$ cat config.mk
export PLATFORM = sky130hd
export DESIGN_NAME = trn_mwr_tx
export DESIGN_NICKNAME = d
export VERILOG_FILES = /design/src/rtl/trn_mwr_tx.sv
export SDC_FILE = /design/constraint.sdc
export NUM_CORES = 1
export LEC_CHECK = 0
export ABC_AREA = 1
export BUFFER_PORTS_ARGS = -buffer_cell sky130_fd_sc_hd__buf_2
export CAP_MARGIN = 0
export CORE_MARGIN = 1.5
export CORE_UTILIZATION = 49
export CTS_CLUSTER_DIAMETER = 30
export DETAILED_ROUTE_END_ITERATION = 8
export PLACE_DENSITY = 0.85
export SYNTH_ARGS = -nofsm -noshare
export SYNTH_HDL_FRONTEND = slang
export SYNTH_SLANG_ARGS = --single-unit
$ cat constraint.sdc
create_clock -name sys_clk -period 4.85 [get_ports sys_clk]
set_input_delay 0.485 -clock sys_clk [delete_from_list [all_inputs] [get_ports sys_clk]]
set_output_delay 0.485 -clock sys_clk [all_outputs]
set_load 0.01 [all_outputs]
$ cat src/rtl/trn_mwr_tx.sv
// trn_mwr_tx: emits one single-DW posted memory write TLP (3DW header plus
// data, packed into two 64-bit beats) on a TRN transmit interface for each
// accepted request. The sequence is IDLE -> HDR -> DAT -> IDLE. A link-down
// during a TLP abandons it without touching the tag.
// Optional feature: define TRN_MWR_TX_STATS_EN to build the saturating
// tx_count/drop_count statistics counters. When it is undefined, both outputs
// are tied to zero.
module trn_mwr_tx #(
    parameter int REQ_ID_FROM_CFG = 1
) (
    input  logic        sys_clk,
    input  logic        sys_rst,
    input  logic        req_valid,
    output logic        req_ready,
    input  logic [29:0] req_addr,
    input  logic [31:0] req_data,
    input  logic [3:0]  req_be,
    input  logic [7:0]  cfg_bus_number,
    input  logic [4:0]  cfg_device_number,
    input  logic [2:0]  cfg_function_number,
    input  logic        trn_lnk_up_n,
    input  logic        trn_tdst_rdy_n,
    input  logic [5:0]  trn_tbuf_av,
    input  logic        trn_tcfg_req_n,
    input  logic        trn_terr_drop_n,
    output logic [63:0] trn_td,
    output logic        trn_trem_n,
    output logic        trn_tsof_n,
    output logic        trn_teof_n,
    output logic        trn_tsrc_rdy_n,
    output logic        trn_tsrc_dsc_n,
    output logic        trn_terrfwd_n,
    output logic        trn_tstr_n,
    output logic        trn_tcfg_gnt_n,
    output logic [15:0] tx_count,
    output logic [15:0] drop_count
);

    localparam logic [1:0] IDLE = 2'd0;
    localparam logic [1:0] HDR  = 2'd1;
    localparam logic [1:0] DAT  = 2'd2;

    logic [1:0]  state;
    logic [29:0] addr_q;
    logic [31:0] data_q;
    logic [3:0]  be_q;
    logic [15:0] req_id_q;
    logic [7:0]  tag;

    logic        in_idle;
    logic        accept;
    logic        beat_xfer;
    logic        dat_done;
    logic [15:0] req_id;

    // Only the buffer-available bit for posted TLPs is relevant here.
    logic        unused_inputs;

    assign in_idle   = (state == IDLE);
    assign accept    = req_valid & req_ready;
    // Outside IDLE the source is always ready. A link drop overrides any transfer.
    assign beat_xfer = ~in_idle & ~trn_tdst_rdy_n & ~trn_lnk_up_n;
    assign dat_done  = (state == DAT) & beat_xfer;
    assign req_id    = (REQ_ID_FROM_CFG != 0)
                     ? {cfg_bus_number, cfg_device_number, cfg_function_number}
                     : 16'h0000;

    assign req_ready      = ~sys_rst & in_idle & ~trn_lnk_up_n
                          & trn_tbuf_av[1] & trn_tcfg_req_n;
    assign trn_tcfg_gnt_n = ~(~sys_rst & in_idle & ~trn_tcfg_req_n);

    assign trn_tsrc_dsc_n = 1'b1;
    assign trn_terrfwd_n  = 1'b1;
    assign trn_tstr_n     = 1'b1;

    // Sequencer: a link drop abandons the TLP, and a transfer advances it.
    always_ff @(posedge sys_clk) begin
        // NOTE: sequential state uses non-blocking assignments so every register samples pre-edge values.
        if (sys_rst) begin
            state <= IDLE;
        end else begin
            case (state)
                IDLE:    if (accept) state <= HDR;
                HDR:     if (trn_lnk_up_n) state <= IDLE;
                         else if (!trn_tdst_rdy_n) state <= DAT;
                DAT:     if (trn_lnk_up_n || !trn_tdst_rdy_n) state <= IDLE;
                default: state <= IDLE;
            endcase
        end
    end

    // Capture the request, including the requester ID, so the TLP cannot change while it is in flight.
    always_ff @(posedge sys_clk) begin
        // NOTE: payload registers have no reset; the beat mux forces trn_td to zero in IDLE, so stale contents are never visible.
        if (accept) begin
            addr_q   <= req_addr;
            data_q   <= req_data;
            be_q     <= req_be;
            req_id_q <= req_id;
        end
    end

    // Tag advances only when a complete TLP leaves; wraps naturally at 8 bits.
    always_ff @(posedge sys_clk) begin
        if (sys_rst) begin
            tag <= 8'h00;
        end else if (dat_done) begin
            tag <= tag + 8'd1;
        end
    end

    // Beat formatting is a pure function of state and captured request, so it holds during back-pressure.
    always_comb begin
        // NOTE: every output gets a default first so no path leaves one unassigned (no latches).
        trn_td         = 64'h0;
        trn_trem_n     = 1'b0;
        trn_tsof_n     = 1'b1;
        trn_teof_n     = 1'b1;
        trn_tsrc_rdy_n = 1'b1;
        case (state)
            HDR: begin
                trn_td         = {32'h4000_0001, req_id_q, tag, 4'h0, be_q};
                trn_tsof_n     = 1'b0;
                trn_tsrc_rdy_n = 1'b0;
            end
            DAT: begin
                trn_td         = {addr_q, 2'b00, data_q};
                trn_teof_n     = 1'b0;
                trn_tsrc_rdy_n = 1'b0;
            end
            default: ;
        endcase
    end

`ifdef TRN_MWR_TX_STATS_EN
    assign unused_inputs = ^{trn_tbuf_av[5:2], trn_tbuf_av[0]};

    // Saturating statistics: completed TLPs and cycles flagged as dropped by the core.
    always_ff @(posedge sys_clk) begin
        if (sys_rst) begin
            tx_count   <= 16'h0000;
            drop_count <= 16'h0000;
        end else begin
            if (dat_done && tx_count != 16'hFFFF) begin
                tx_count <= tx_count + 16'd1;
            end
            if (!trn_terr_drop_n && drop_count != 16'hFFFF) begin
                drop_count <= drop_count + 16'd1;
            end
        end
    end
`else
    assign unused_inputs = ^{trn_tbuf_av[5:2], trn_tbuf_av[0], trn_terr_drop_n};
    assign tx_count      = 16'h0000;
    assign drop_count    = 16'h0000;
`endif

endmodule

==> flow_metrics.py <==
metrics = {
    "worst_setup_path": {
        "slowest_delay_ns": 0.61,
        "ff2ff_path_depth": 7,
        "path_buf_inv": 3,
        "rr_startpoint": "state[0]$_SDFFE_PP0P_",
        "worstSetupEndpointType": "output pin",
        "startpoint_type": "flop",
        "worstSetupPathType": "reg2out",
        "crit_slowest_cell": "ha_2",
        "cp_max_fo": 34,
        "cp.arrival_ns": 2.27,
        "r2r-end": "addr_q[5]$_DFFE_PP_",
        "worstPathRequired_ns": 4.37,
        "r2r_slack_ns": 2.43,
        "path_cells": "inv_1, ha_2, buf_4, nand2_1, a21oi_1, buf_2",
        "crit_family": "buffers and inverters",
    },
    "logic_synthesis": {
        "synth_seq_area_share": 0.663,
        "syn_area_sq_um": 4010,
        "synth_cell_type_count": 23,
        "ys_seq_elements": 92,
        "synth_area_per_cell_sq_um": 10.7,
        "syn_inst": 376,
        "yosysWarnings": 0,
    },
    "clock_network": {
        "cts_root_buf": "clkbuf_8",
        "htreeDepth": 3,
        "clk_latency_ns": 0.35,
        "cts.path.max_buffers": 2,
        "cts_buffers": 9,
        "cts.sinks": 92,
        "cts_tree": "done",
        "postCtsSetupBuffers": 0,
        "ctsResizeCount": 0,
        "hold_buffers": 0,
        "clk_pin_slew_worst_paths_ns": 0.09,
    },
    "final_layout": {
        "multi_input_area_sq_um": 950,
        "fillers": 635,
        "regArea_sq_um": 2660,
        "nets": 631,
        "utilization": 0.629,
        "drive_gt1_frac": 0.344,
        "synthToLayoutAreaGrowth_pct": 22.9,
        "fin_area_sq_um": 4930,
        "diodes": 0,
    },
    "routing": {
        "wl_per_cell_um": 13.0,
        "drc": 0,
        "dr_total_vias": 2927,
        "routed_via_density": 4.59,
        "antenna_left": 0,
        "first_pass_iters": 4,
        "wl_um": 8270,
        "drt_iter0_drc": 116,
    },
    "placed_design": {
        "post-dp-hpwl_um": 5920,
        "routabilityCongestion": 0.758,
        "placed_cell_area_sq_um": 4740,
        "port_buffers": 156,
    },
    "timing": {
        "finalCriticalPeriod_ns": 2.75,
        "hold_violations": 0,
        "min_period_over_period": 0.568,
        "setup_violations": 0,
        "rsz0062_at_grt": "false",
        "slew_violations": 0,
        "final.setup.tns_ns": 0,
        "tightest_slew_ns": 1.03,
        "max_freq_mhz": 363,
        "fin_worst_skew_ns": 0.0162,
        "slew_headroom": 0.316,
    },
    "global_route": {
        "grt_pass1_wl_um": 12500,
        "grt_start_max_net_pins": 43,
        "grt_antenna_before_repair": 0,
        "grt.overflow.total": 0,
        "grt_pass1_vias": 2818,
        "grt_usage": 0.193,
    },
    "die": {
        "fp-row-count": 32,
        "ioPinCount": 200,
        "start_util": 0.511,
        "die_area_sq_um": 8740,
        "coreArea_sq_um": 7850,
        "fp.dieW_um": 93.5,
        "die_h_um": 93.5,
    },
    "flow_run": {
        "maxCapViolations": 0,
    },
    "power_and_ir_drop": {
        "p_leak_nw": 2.37,
        "ir_worst_vdd_uv": 224,
        "power_mw": 2.11,
        "power.density_nw_per_um2": 428,
    },
    "min_path": {
        "min_to": "data_q[11]$_DFFE_PP_",
        "whs_path_depth": 1,
        "min-delay-start": "req_data[11]",
        "hold_path.class": "in2reg",
    },
    "run_status": {
        "status": "complete, no violations",
    },
}
-- cells in the mapped netlist, drive strengths merged --
library cell | number | share of area
dfxtp | 10 | 0.050
o211ai | 1 | 0.0019
buf | 46 | 0.080
or2 | 1 | 0.0016
clkbuf | 4 | 0.0037
nor3 | 1 | 0.0012
nand2 | 111 | 0.11
edfxtp | 82 | 0.61
ha | 5 | 0.016
nand3 | 5 | 0.0062
o21ai | 4 | 0.0050
nor2 | 15 | 0.018
and3 | 1 | 0.0016
nand4 | 1 | 0.0016
a21oi | 33 | 0.041
conb | 2 | 0.0019
inv | 53 | 0.050
xor2 | 1 | 0.0022
-- worst max path at each step --
stage                               start                    to  depth (start not counted)
global route        state[0]$_SDFFE_PP0P_            trn_td[26]                          6
global placement                  sys_rst  data_q[24]$_DFFE_PP_                          7
floorplan           state[0]$_SDFFE_PP0P_   addr_q[0]$_DFFE_PP_                          6
CTS                 state[0]$_SDFFE_PP0P_            trn_td[26]                          6
finish              state[0]$_SDFFE_PP0P_            trn_td[26]                          6
detailed placement                sys_rst  addr_q[19]$_DFFE_PP_                          7
-- metal layers --
metal | share of wire | up-vias | GRT usage
met5 | 0 | - | 0
met4 | 0.022 | 0 | 0.0808
met3 | 0.090 | 21 | 0.0764
met2 | 0.53 | 149 | 0.351
met1 | 0.36 | 1320 | 0.192
li1 | - | 1437 | -
-- registers in the layout, indices dropped and copies added, names as in the netlist --
signal and count:
be_q 4, tag 8, data_q 32, req_id_q 16
addr_q 30, state 2
-- stage by stage --
stage	cells	setup WS, ns	hold slack (ns)
2_1_floorplan	411	1.98	0.465
3_3_place_gp	622	2.37	0.484
3_5_place_dp	622	2.30	0.506
4_1_cts	637	2.03	0.277
5_1_grt	637	1.89	0.270
6_report	637	2.10	0.298
-- final cells by class --
| type | count | area share |
|---|---|---|
| Multi-Input combinational cell | 216 | 0.193 |
| Tap cell | 102 | 0.0259 |
| Clock buffer | 9 | 0.0251 |
| Clock inverter | 6 | 0.0132 |
| Inverter | 53 | 0.0406 |
| Sequential cell | 92 | 0.540 |
| Timing Repair Buffer | 159 | 0.163 |
-- report_power, final --
group          switching, mW  total (mW)  internal, mW
Combinational          0.490       0.718         0.228
Sequential            0.0104       0.899         0.889
Clock                  0.255       0.492         0.236
Total                  0.756        2.11          1.35
-- kinds of logic after synthesis --
logic type,after synthesis,share of synthesized area
xor gates and xnor gates,1,0.00218
adders and majority gates,5,0.0156
and+or+nand+nor,135,0.136
buffers and inverters,103,0.133
other,2,0.00187
AOI/OAI and AO/OA,38,0.0480
DFF,92,0.663
-- cell usage in the layout (no fill, tap or decap) --
| master | netlist | routed |
|---|---|---|
| o21ai_0 | 4 | 4 |
| o211ai_1 | 1 | 1 |
| inv_1 | 50 | 49 |
| a21oi_1 | 33 | 33 |
| and3_1 | 1 | 1 |
| nor2_1 | 13 | 13 |
| or2_2 | 1 | 1 |
| nand4_1 | 1 | 1 |
| dfxtp_1 | 10 | 10 |
| buf_2 | 8 | 156 |
| clkinv_4 | 0 | 2 |
| xor2_1 | 1 | 1 |
| nand2_2 | 3 | 3 |
| clkbuf_8 | 0 | 9 |
| buf_4 | 37 | 3 |
| ha_1 | 5 | 4 |
| bufinv_16 | 0 | 1 |
| conb_1 | 2 | 37 |
| edfxtp_1 | 82 | 82 |
| nor2_4 | 2 | 2 |
| nor3_1 | 1 | 1 |
| inv_2 | 3 | 3 |
| clkinv_2 | 0 | 2 |
| ha_2 | 0 | 1 |
| nand3_1 | 5 | 5 |
| clkinv_1 | 0 | 1 |
| inv_6 | 0 | 1 |
| nand2_1 | 108 | 108 |
-- worst register-to-register path, stage by stage (launching register included) --
cell	delay, ns
dfxtp_1	0.33
inv_1	0.11
ha_1	0.22
nand2_1	0.10
nor2_1	0.10
nand3_1	0.12
clkinv_2	0.50
buf_4	0.57
Note: power is estimated with default switching activity, not from simulation.
